<file path="config.mk">
export PLATFORM = sky130hd
export DESIGN_NAME = simple_dual_port_ram_fifo_controller
export DESIGN_NICKNAME = d
export VERILOG_FILES = /design/src/rtl/simple_dual_port_ram_fifo_controller.sv
export SDC_FILE = /design/constraint.sdc
export NUM_CORES = 1
export LEC_CHECK = 0
export ABC_AREA = 1
export BUFFER_PORTS_ARGS = -buffer_cell sky130_fd_sc_hd__buf_2
export CAP_MARGIN = 20
export CORE_UTILIZATION = 47
export CTS_CLUSTER_DIAMETER = 60
export DETAILED_ROUTE_END_ITERATION = 16
export PLACE_DENSITY = 0.75
export SETUP_SLACK_MARGIN = 0.5
export SLEW_MARGIN = 0
export SYNTH_ARGS = -nofsm -noshare
export SYNTH_HDL_FRONTEND = slang
export SYNTH_SLANG_ARGS = --single-unit
</file>
<file path="constraint.sdc">
create_clock -name clock -period 2.6 [get_ports clock]
set_clock_uncertainty 0.2 [all_clocks]
set_input_delay 0.13 -clock clock [delete_from_list [all_inputs] [get_ports clock]]
set_output_delay 0.13 -clock clock [all_outputs]
set_load 0.01 [all_outputs]
</file>
<file path="src/rtl/simple_dual_port_ram_fifo_controller.sv">
`default_nettype none
// ============================================================================
// Module   : simple_dual_port_ram_fifo_controller
// Brief    : Single-clock FIFO controller for a simple dual-port RAM. It
//            owns the pointers and the full flag, and handles 0- or 1-cycle
//            RAM read latency. A 2-entry first-word-fall-through output
//            buffer sustains one pop per cycle.
//            Optional macro SIMPLE_DUAL_PORT_RAM_FIFO_CONTROLLER_LEVEL_EN
//            adds a registered 'level' output (total stored words).
// Revision : 1.0 - initial release
// ============================================================================
module simple_dual_port_ram_fifo_controller #(
    parameter int WIDTH           = 8,
    parameter int DEPTH           = 16,
    parameter int REGISTERED_READ = 1
) (
    input  logic                       clock,
    input  logic                       reset,
    input  logic                       write_enable,
    input  logic [WIDTH-1:0]           write_data,
    output logic                       full,
    output logic                       read_valid,
    input  logic                       read_ready,
    output logic [WIDTH-1:0]           read_data,
    output logic                       ram_write_enable,
    output logic [$clog2(DEPTH)-1:0]   ram_write_address,
    output logic [WIDTH-1:0]           ram_write_data,
    output logic                       ram_read_enable,
    output logic [$clog2(DEPTH)-1:0]   ram_read_address,
    input  logic [WIDTH-1:0]           ram_read_data
`ifdef SIMPLE_DUAL_PORT_RAM_FIFO_CONTROLLER_LEVEL_EN
    ,
    output logic [$clog2(DEPTH+3)-1:0] level
`endif
);

    localparam int             c_AW         = $clog2(DEPTH);
    // Occupancy value meaning "RAM full"; DEPTH is a power of two.
    localparam logic [c_AW:0]  c_DEPTH_PTR  = {1'b1, {c_AW{1'b0}}};

    logic [c_AW:0]      r_wr_ptr;
    logic [c_AW:0]      r_rd_ptr;
    logic [1:0]         r_buf_count;
    logic [WIDTH-1:0]   r_buf0;
    logic [WIDTH-1:0]   r_buf1;

    logic [c_AW:0]      w_occupancy;
    logic               w_push;
    logic               w_pop;
    logic               w_fetch;
    logic               w_capture;
    logic               w_in_flight;
    logic [2:0]         w_pending;

    assign w_occupancy = r_wr_ptr - r_rd_ptr;
    assign full        = (w_occupancy == c_DEPTH_PTR);
    assign read_valid  = (r_buf_count != 2'd0);
    assign read_data   = r_buf0;

    // Words already promised to the output buffer once this cycle's pop leaves.
    assign w_pending = {1'b0, r_buf_count} + {2'b00, w_in_flight} - {2'b00, w_pop};

    // Enables are gated with reset so the RAM sees no traffic while it is held.
    assign w_push  = write_enable & ~full & ~reset;
    assign w_pop   = read_valid & read_ready;
    assign w_fetch = (w_occupancy != '0) && (w_pending < 3'd2) && !reset;

    assign ram_write_enable  = w_push;
    assign ram_write_address = r_wr_ptr[c_AW-1:0];
    assign ram_write_data    = write_data;
    assign ram_read_enable   = w_fetch;
    assign ram_read_address  = r_rd_ptr[c_AW-1:0];

    generate
        if (REGISTERED_READ != 0) begin : g_registered_read
            logic r_in_flight;

            // Track the one outstanding RAM read; its data lands next cycle.
            always_ff @(posedge clock) begin
                if (reset) begin
                    r_in_flight <= 1'b0;
                end else begin
                    r_in_flight <= w_fetch;
                end
            end

            assign w_in_flight = r_in_flight;
            assign w_capture   = r_in_flight;
        end else begin : g_combinational_read
            assign w_in_flight = 1'b0;
            assign w_capture   = w_fetch;
        end
    endgenerate

    // Write and read pointers; the MSB is the wrap bit.
    always_ff @(posedge clock) begin
        if (reset) begin
            r_wr_ptr <= '0;
            r_rd_ptr <= '0;
        end else begin
            if (w_push) begin
                r_wr_ptr <= r_wr_ptr + 1'b1;
            end
            if (w_fetch) begin
                r_rd_ptr <= r_rd_ptr + 1'b1;
            end
        end
    end

    // Two-entry in-order output buffer; r_buf0 is always the head.
    always_ff @(posedge clock) begin
        if (reset) begin
            r_buf_count <= 2'd0;
            r_buf0      <= '0;
            r_buf1      <= '0;
        end else begin
            case ({w_pop, w_capture})
                2'b01: begin
                    if (r_buf_count == 2'd0) begin
                        r_buf0 <= ram_read_data;
                    end else begin
                        r_buf1 <= ram_read_data;
                    end
                    r_buf_count <= r_buf_count + 2'd1;
                end
                2'b10: begin
                    // A lone remaining head stays in r_buf0 so read_data holds.
                    if (r_buf_count == 2'd2) begin
                        r_buf0 <= r_buf1;
                    end
                    r_buf_count <= r_buf_count - 2'd1;
                end
                2'b11: begin
                    if (r_buf_count == 2'd2) begin
                        r_buf0 <= r_buf1;
                        r_buf1 <= ram_read_data;
                    end else begin
                        r_buf0 <= ram_read_data;
                    end
                end
                default: begin
                    r_buf_count <= r_buf_count;
                end
            endcase
        end
    end

`ifdef SIMPLE_DUAL_PORT_RAM_FIFO_CONTROLLER_LEVEL_EN
    localparam int c_LW = $clog2(DEPTH+3);
    logic [c_LW-1:0] r_level;

    // Fetches only move words between RAM, in-flight and buffer, so only
    // accepted pushes and pops change the total.
    always_ff @(posedge clock) begin
        if (reset) begin
            r_level <= '0;
        end else begin
            r_level <= r_level + c_LW'(w_push) - c_LW'(w_pop);
        end
    end

    assign level = r_level;
`endif

endmodule
`default_nettype wire

</file>
==> impl_metrics.tcl <==
set metrics [dict create \
    die_w_microns 64.5 \
    synthDistinctLibCells 29 \
    routed_wl_mm 4.09 \
    drt.antenna.violating_nets 0 \
    p_total_uw 2960 \
    viasPerCell 5.08 \
    required_ns 2.27 \
    io_buffers 31 \
    finalNetCount 331 \
    fillers 292 \
    drive_above_1_share 0.387 \
    tightest_slew_ns 0.792 \
    finalSetupTns_ns 0 \
    drt_iter0_drc 86 \
    path_buf_inv 2 \
    powerDensity_nw_per_um2 1230 \
    path_max_fanout 3 \
    cp.arrival_ns 2.14 \
    grt_use_met1 0.236 \
    yosysWarnings 0 \
    drv_cap 0 \
    core_sq_um 3690 \
    synth_cells 252 \
    path_cells "nor2_4, inv_2, nand2_4, ha_4, nand2_2, fa_1, o21ai_1, a21oi_2, nand2_2, nor2_2, buf_2" \
    die_area_sq_um 4160 \
    synth_area_per_cell_sq_um 7.28 \
    synth_nets 284 \
    worst_path_max_delay_cell "fa_1" \
    io_pins 48 \
    synth.area.top_cells "dfxtp_1 (32%), ha_1 (7.5%), inv_1 (7.4%)" \
    layout_min_cycle_time_ns 2.47 \
    cts_made_buffers 5 \
    area_delta_synth_final_pct 30.9 \
    row_count 22 \
    start_util 0.497 \
    layout.cells.most_common "buf_2" \
    clock-sinks 29 \
    setup_violations 0 \
    post-route-util 0.651 \
    grt_pass1_wl_mm 6.33 \
    grtUsageTotal 0.198 \
    gp_congestion 0.784 \
    leakagePower_uw 0.00108 \
    grt_antenna_before_repair 0 \
    hold_viol 0 \
    yosysSeqAreaShare 0.317 \
    global_route.usage.met2 0.317 \
    cts.path.max_buffers 2 \
    drv_slew 0 \
    place_inst 312 \
    final_cell_mix "buf_2 (31), inv_1 (30), nand2_1 (29)" \
    slowest_delay_ns 0.48 \
    final-seq-area_sq_um 598 \
    rsz0062_at_grt "yes" \
    hold_path.class "primary input to output pin" \
    grt_overflow 0 \
    drc 0 \
    yosys.area.top_type "dfxtp_1" \
    ir_drop_mv 0.854 \
    cp_top_family "adder cells" \
    path_clk_slew_ns 0.06 \
    instances_no_fill 348 \
    multi_input_comb_area_sq_um 1090 \
    synthDominantCellAreaShare 0.317 \
    cts_root_buf "clkbuf_8" \
    netlist_area_sq_um 1830 \
    tritoncts "built" \
    post_drt_wl_per_cell_microns 11.7 \
    grt_use_met3 0.0616 \
    outcome "finished clean" \
    finalCritPeriodShare 0.950 \
    busiest_layer "met2" \
    drt_pass1_iterations 4 \
    ys_ff_latch 29 \
    antennaDiodeCount 0 \
    critical_path.endpoint_type "output pin" \
    crit_type "flip-flop to output pin" \
    dieHeight_microns 64.5 \
    vias 1767 \
    grt_pass1_vias 1498 \
    relSlewSlack 0.471 \
    htreeDepth 2 \
    cpMostUsedCell "nand2_2" \
    clk_latency_ns 0.28 \
    start_kind "flip-flop" \
    hold_ws_ns 0.0600 \
    timing.fmax_ghz 0.405 \
    dp_hpwl_mm 2.47 \
    grt_max_degree 27 \
]
[routing by layer]
metal / share of wire / vias to the layer above
li1: - / 903
met1: 0.43 / 812
met2: 0.49 / 42
met3: 0.051 / 10
met4: 0.023 / 0
met5: 0 / -
[stage by stage]
stage          cell area, sq um  setup slack [ns]
2_1_floorplan              1870             0.304
3_3_place_gp               1960             0.321
3_5_place_dp               1960             0.231
4_1_cts                    2300             0.139
5_1_grt                    2400            0.0392
6_report                   2400             0.129
[report_power, final]
part,internal [uW],switching [uW]
clock network,185,175
registers,609,88.6
logic,902,1000
total,1700,1270
[final timing paths]
path / start / endpoint / slack [ns] / cells past startpoint
setup / recovery: r_buf_count[0]$_SDFFE_PP0N_ / ram_read_enable / 0.13 / 11
hold / removal: write_data[0] / ram_write_data[0] / 0.06 / 0
setup reg to reg: r_buf_count[0]$_SDFFE_PP0N_ / r_rd_ptr[0]$_SDFFE_PP0P_ / 0.14 / 14
hold reg to reg: r_buf1[1]$_SDFFE_PP0P_ / r_buf1[1]$_SDFFE_PP0P_ / 0.26 / 2
[state kept, by name (all words and copies together), names as in the netlist]
signal                         flops
r_wr_ptr                           5
r_buf_count                        2
g_registered_read.r_in_flight      1
r_rd_ptr                           5
read_data                          8
r_buf1                             8
[cell type report]
type                    instances  share of cell area
clock inverters                 2             0.00417
multi-input cells             162               0.453
well taps                      48              0.0250
inverters                      40              0.0636
clock buffers                   6              0.0302
flip-flops and latches         29               0.249
repair buffers                 61               0.175
[logic make-up after synthesis]
| group | synth area share |
|---|---|
| xor gates and xnor gates | 0.00955 |
| buffers and inverters | 0.166 |
| and+or+nand+nor | 0.200 |
| DFF | 0.317 |
| adders and majority gates | 0.0859 |
| AOI/OAI and AO/OA | 0.222 |
[synth_stat cells]
| cell | n |
|---|---|
| or2_1 | 1 |
| nor2_1 | 18 |
| ha_1 | 11 |
| inv_2 | 3 |
| xor2_1 | 1 |
| xnor2_1 | 1 |
| o21ai_0 | 16 |
| dfxtp_1 | 29 |
| fa_1 | 1 |
| clkinv_1 | 1 |
| nand3_1 | 15 |
| o21ai_1 | 11 |
| nand2_2 | 1 |
| o21ai_2 | 2 |
| o21a_1 | 8 |
| a21oi_1 | 17 |
| a211oi_4 | 1 |
| nand4_1 | 6 |
| buf_2 | 3 |
| inv_1 | 36 |
| buf_6 | 1 |
| nor2_2 | 1 |
| a21oi_2 | 9 |
| buf_4 | 16 |
| nand2_1 | 36 |
| o21bai_2 | 1 |
| nor2_4 | 2 |
| clkbuf_1 | 2 |
| nor3_1 | 2 |
[timing repair]
action / CTS / global route
resized for setup: 22 / 15
gates cloned: 0 / 1
hold buffers: 10 / 0
pin swaps: 5 / 8
setup endpoints to repair: 14 / 16
hold endpoints to repair: 19 / 0
buffers inserted: 10 / 7
No activity file was read; power rests on OpenSTA's default activity.
